File: config.mk
export PLATFORM = sky130hd
export DESIGN_NAME = alu_sequencer
export DESIGN_NICKNAME = d
export VERILOG_FILES = /design/src/rtl/alu_sequencer.sv
export SDC_FILE = /design/constraint.sdc
export NUM_CORES = 1
export LEC_CHECK = 0
export CAP_MARGIN = 20
export CORE_ASPECT_RATIO = 1.2
export CORE_UTILIZATION = 47
export DETAILED_ROUTE_END_ITERATION = 6
export DONT_BUFFER_PORTS = 1
export PLACE_DENSITY_LB_ADDON = 0.2
export RECOVER_POWER = 100
export SYNTH_ARGS = -nofsm -noshare
export SYNTH_HDL_FRONTEND = slang
export SYNTH_SLANG_ARGS = --single-unit
File: constraint.sdc
create_clock -name clk -period 1.7 [get_ports clk]
set_input_delay 0.255 -clock clk [delete_from_list [all_inputs] [get_ports clk]]
set_output_delay 0.255 -clock clk [all_outputs]
set_load 0.02 [all_outputs]
File: src/rtl/alu_sequencer.sv
// Three-state instruction sequencer in front of an external combinational ALU.
// Holds a 4x4 register file and the architectural flag register.
module alu_sequencer (
  input  logic       clk,
  input  logic       rst,
  input  logic       in_valid,
  output logic       in_ready,
  input  logic [3:0] in_op,
  input  logic [1:0] in_rd,
  input  logic [1:0] in_rs,
  input  logic [3:0] in_imm,
  output logic [3:0] alu_opcode,
  output logic [3:0] alu_a,
  output logic [3:0] alu_b,
  input  logic [3:0] alu_o,
  input  logic [7:0] alu_flags,
  output logic [7:0] flags_q,
  output logic [3:0] wb_data,
  output logic       done,
  output logic       busy,
  input  logic [1:0] dbg_sel,
  output logic [3:0] dbg_data
);

  typedef enum logic [1:0] {IDLE, EXEC, DONE} state_t;

  state_t     state, state_next;
  logic [3:0] regs [4];
  logic [1:0] rd_q;
  logic       accept;
  logic       uses_imm;
  logic       wr_reg;
  logic       wr_flags;

  assign accept   = in_valid && in_ready;
  assign uses_imm = (in_op == 4'b1001) || (in_op == 4'b1010);
  assign dbg_data = regs[dbg_sel];

  // Write enables are decoded from the latched opcode, so they stay stable in EXEC.
  assign wr_reg   = (alu_opcode >= 4'b0001) && (alu_opcode <= 4'b1010);
  assign wr_flags = ((alu_opcode >= 4'b0001) && (alu_opcode <= 4'b1000)) ||
                    (alu_opcode == 4'b1010) || (alu_opcode == 4'b1101);

  always_ff @(posedge clk) begin
    if (rst) state <= IDLE;
    else     state <= state_next;
  end

  // done is gated by rst so a reset landing in DONE suppresses the pulse.
  always_comb begin
    state_next = state;
    in_ready   = 1'b0;
    done       = 1'b0;
    busy       = 1'b1;
    case (state)
      IDLE: begin
        busy     = 1'b0;
        in_ready = !rst;
        if (accept) state_next = EXEC;
      end
      EXEC: state_next = DONE;
      DONE: begin
        done       = !rst;
        state_next = IDLE;
      end
      default: state_next = IDLE;
    endcase
  end

  always_ff @(posedge clk) begin
    if (rst) begin
      alu_opcode <= 4'd0;
      alu_a      <= 4'd0;
      alu_b      <= 4'd0;
      rd_q       <= 2'd0;
      flags_q    <= 8'd0;
      wb_data    <= 4'd0;
      for (int i = 0; i < 4; i++) regs[i] <= 4'd0;
    end else begin
      if (accept) begin
        alu_opcode <= in_op;
        alu_a      <= regs[in_rd];
        alu_b      <= uses_imm ? in_imm : regs[in_rs];
        rd_q       <= in_rd;
      end
      if (state == EXEC) begin
        wb_data <= alu_o;
        if (wr_reg)   regs[rd_q] <= alu_o;
        if (wr_flags) flags_q    <= alu_flags;
      end
    end
  end

endmodule

=== Word level (Yosys, flattened, before mapping) ===
Memories as Yosys holds them, arrays and structs flattened. A register that Yosys moved wholly into a read port is not among the register bits.
Index checks and enable logic that the tools add are counted.

* Bits in registers: 24
* Bits in latches: 0
* Memory bits (writable): 16
* Memory bits (read-only): 0
* Input port bits: 29
* Memories kept: 1

{| class="wikitable"
|+ Memories
! name !! words !! bits a word !! rd ports !! clocked after memory_dff !! write ports !! RTL line !! source
|-
| regs || 4 || 4 || 3 || 1 || 4 || 28 || <nowiki>logic [3:0] regs [4];</nowiki>
|}

* Add/subtract/negate cells: 0
* Multiply operators: 0
* Div/mod/pow operators: 0
* Magnitude comparators: 3
* Eq/ne operators: 7
* Shift-type cells: 0
* Multiplexer cells: 15
* Bitwise logic cells: 0
* Reductions and logical operators: 10

{| class="wikitable"
|+ Operator list
! operator !! count
|-
| $eq 4x4->1 const B || 4
|-
| $mux 1 || 10
|-
| $le 4x4->1 const B || 2
|-
| $mux 4 || 2
|-
| $ge 4x1->1 const B || 1
|-
| $mux 2 || 2
|-
| $pmux 2 s2 || 1
|-
| $reduce_or 4->1 || 1
|-
| $logic_and 1x1->1 || 3
|-
| $logic_or 1x1->1 || 3
|-
| $eq 2x1->1 const B || 1
|-
| $eq 2x2->1 const B || 1
|-
| $logic_not 2->1 || 1
|-
| $ne 2x2->1 const B || 1
|-
| $reduce_and 2->1 || 1
|-
| $logic_not 1->1 || 1
|}

=== Logic depth before layout (Yosys ltp) ===
* Word-level depth: 8
* Mapped depth: 6
* Depth with buffers taken out: 3

=== Least setup slack after synthesis ===
Ideal clock, no wire load.

* Kind: reg-to-reg
* Start point: register alu_opcode[0]
* End point: memory regs[2][0] (enable)
* Setup time: 281 ps
* Arrival: 1321 ps
* Setup slack: 97 ps
* Cell stages (with the launch flop): 4
* Buffers on the path: 0
* Clock period less this slack: 1603 ps
* Cell sequence: dfxtp_1 > or4_4 > o211ai_2 > o21bai_1

{| class="wikitable"
|+ RTL lines
! item !! RTL line !! source
|-
| start: declaration || 12 || <nowiki>output logic [3:0] alu_opcode,</nowiki>
|-
| start signal: assignment || 81 || <nowiki>alu_opcode <= in_op;</nowiki>
|-
| end: declaration || 28 ||
|}

=== Final worst setup path ===
* Start point: register state[0]
* End point: output port in_ready

* Word-level cells in the longest chain between the ends: 2

{| class="wikitable"
|+ RTL lines
! item !! RTL line !! source
|-
| start: declaration || 27 || <nowiki>state_t state, state_next;</nowiki>
|-
| start signal: assignment || 46 || <nowiki>else state <= state_next;</nowiki>
|-
| $logic_not 2->1 || 55 || <nowiki>case (state)</nowiki>
|-
| $mux 1 || 55 ||
|-
| end: declaration || 7 || <nowiki>output logic in_ready,</nowiki>
|}

Every way passes these cells.

==> metrics.txt <==
global route hottest layer=met2; arithmetic-cell share of the synthesized area counting full adders, half adders and majority gates=0%; portion of the clock cycle consumed by the worst path in the final layout=94.82%; Routed Antenna Nets=0; maximum ir drop on the vdd rail=0.0004102 V; Slew @ Worst Pin=approximately 470 ps; result of the run=complete, no violations; Site Rows=26; Worst R2R Start=alu_opcode[0]; PD cells=945.2 mW/mm^2; register area share after synthesis=between 40 and 50%; Antenna Diode Count=0; final design utilization=53.93%; starting DRC count in detailed routing=76; Post-CTS Hold Buffers=0; number of buffers between clock root and the deepest sink=2; DRC violations left=0; clock tree from TritonCTS=built; number of warnings reported in the yosys synthesis log=0; summed negative setup slack over all endpoints=0 ps; placed inst area=0.002262 mm^2; hold wc startpoint=rst; FFs w/ async S/R, synth=0%; maximum operating frequency=620.4 MHz; Hold Crit Class=input port to flip-flop; core outline area=0.004327 mm^2; Required @ worst endpoint=1440 ps; clock slew seen by the registers of the worst setup and hold paths=70 ps; Critical Path Start Type=flip-flop; number of H-tree levels=2; number of fill cells in the layout=about 380; final hold violations=0; post-synth top area share=26.15%; slowest stage cell on the critical path=sky130_fd_sc_hd__or2_2; detailed-route wire length=4469 um; synthesis-to-layout area growth=8.873%; headroom to the max-slew limit=approximately two thirds; total I/O pin count=60; wire length per cell after detailed routing=17.19 um; static leakage=around 0.77 nW; FF+latch area=0.001041 mm^2; global-route total usage across every layer=20.30%; Synth Area in Compound Gates=8.990%; combined buffer and inverter count along the critical path=1; most frequent cells in the layout=sky130_fd_sc_hd__nand2b_1 (33), sky130_fd_sc_hd__dfxtp_1 (28), sky130_fd_sc_hd__nand2_1 (23); layout cell share with drive strength beyond 1=~16%; buffers inserted during post-CTS setup optimization=0; area used by multi-input combinational logic=~0.0011 mm^2; final critical-path required period=around 1600 ps; weighted congestion reported at the end of routability-driven placement=0.7722; leading cell type in the layout, fill and taps excluded=sky130_fd_sc_hd__nand2b_1; met1 usage in global routing=21.36%; mean instance size in the synthesized netlist=10.99 um^2; netlist area before placement=0.002143 mm^2; height of the die=75.98 um; router iterations before antenna repair=4; routed vias/inst=5.723; count of state elements after synthesis=44; Buffers on Ports=0; number of clock sinks=44; global-route wire length before repair=7438 um; start-to-end type of the worst setup path=flip-flop to output pin; Unique masters post-synth=29; total power consumption of the routed design=0.002206 W; largest stage delay on the critical path=370 ps; crit-path cells=clkbuf_1 > or2_2 > nor2_2; Post-Syn Nets=224; maximum number of pins on one net before global-route repair=47; met2 track utilization from global routing=34.68%; dominant delay contributor by cell family on the critical path=simple AND/OR/NAND/NOR gates; root buffer selected by CTS=sky130_fd_sc_hd__clkbuf_8; initial antenna violation count=0; number of flops mapped to enable cells by yosys=16; die boundary width=63.65 um; top area cells in the synthesized netlist=sky130_fd_sc_hd__dfxtp_1 (26%), sky130_fd_sc_hd__edfxtp_1 (22%), sky130_fd_sc_hd__mux4_2 (13%); count of final max-slew check failures=0; number of vias in the routed layout=1488; data arrival at the endpoint of the critical path=between 1000 and 1500 ps; cell accounting for the most synthesized area=sky130_fd_sc_hd__dfxtp_1; number of maximum-capacitance violations=0; CTS buffer count=5; RSZ-0062 raised after global routing=no; Post-Syn Instances=between 150 and 200; final instance area=approximately 0.0023 mm^2; Synth Flop Type=sky130_fd_sc_hd__dfxtp_1; endpoint class of the critical path=output pin; largest fanout on the critical path=4; worst clock skew on the final layout=6.934 ps; overall die area=0.004835 mm^2; number of endpoints failing setup at the final stage=0; Final #Nets=232; number of global-route vias before repair=1585; insertion delay of the later-clocked pin in the worst-skew pair=300 ps; met3 global-route usage=6.737%; Synth Area in Simple Gates=23.00%; combinational family with the most area after synthesis=simple AND/OR/NAND/NOR gates; multiplexer share of the synthesized area=16.35%; half-perimeter wire length after placement=3436 um; sum of overflow across all layers after global routing=0; Critical Path Start=state[0]; starting utilization of the core area=49.54%; Post-Synth XOR/XNOR Area=0.4086%
-- kinds of logic after synthesis --
logic type	count (synthesis)
AO/OA/AOI/OAI	29
XOR/XNOR	1
flip-flops	44
AND/OR/NAND/NOR	89
buffers and inverters	12
multiplexers	20
-- through the flow --
step / hold WS (ps) / worst slack (ps) / instances
after global routing: 13.66 / 35.22 / 260
after global placement: 330.2 / 217.5 / 252
after detailed placement: 333.6 / 166.1 / 252
final: 30.21 / 88.03 / 260
after CTS: 14.33 / 3.023 / 260
after floorplan: 363.5 / 97.42 / 195
-- Yosys cell counts (4+ instances only) --
library cell / number
sky130_fd_sc_hd__mux2i_1: 8
sky130_fd_sc_hd__buf_2: 4
sky130_fd_sc_hd__nand2_1: 23
sky130_fd_sc_hd__nand2b_1: 33
sky130_fd_sc_hd__dfxtp_1: 28
sky130_fd_sc_hd__a21oi_1: 5
sky130_fd_sc_hd__o211ai_1: 8
sky130_fd_sc_hd__or3b_2: 4
sky130_fd_sc_hd__clkbuf_1: 6
sky130_fd_sc_hd__o21ai_0: 9
sky130_fd_sc_hd__nor3_1: 4
sky130_fd_sc_hd__nor2_1: 16
sky130_fd_sc_hd__edfxtp_1: 16
sky130_fd_sc_hd__mux4_2: 12
-- registers in the layout, indices dropped and copies added (netlist names) --
| name | count |
|---|---|
| regs | 16 |
| flags_q | 8 |
| alu_a | 4 |
| alu_b | 4 |
| alu_opcode | 4 |
| wb_data | 4 |
| rd_q | 2 |
| state | 2 |
-- area by class of cell --
cell class,instances,share of cell area (%)
multi-input combinational,139,45.04
sequential,44,44.61
clock buffer,8,4.343
tap,56,3.003
timing repair buffer,12,2.842
inverter,1,0.1609
-- power by group --
group	internal, W	switching [W]
logic	0.000125	0.000135
registers	0.00115	0.0000795
clock network	0.000380	0.000337
total	0.00165	0.000551
-- final timing paths --
kind                                    to  slack [ps]  depth (start not counted)
worst max-delay path              in_ready          90                          3
worst min-delay path            wb_data[1]          30                          1
worst max register to register  regs[2][2]          90                          4
worst min register to register     rd_q[0]         520                          2
-- metal layers --
layer | up-vias | wire length, um
met5 | - | 0
met4 | 0 | 130
met3 | 11 | 337
met2 | 65 | 2400
met1 | 697 | 1600
li1 | 715 | -
-- repair_timing --
item / 4_1_cts / 5_1_grt
setup endpoints to repair: 0 / 5
resized for setup: 0 / 2
hold endpoints to repair: 0 / 0
(Power assumes the default switching activity.)
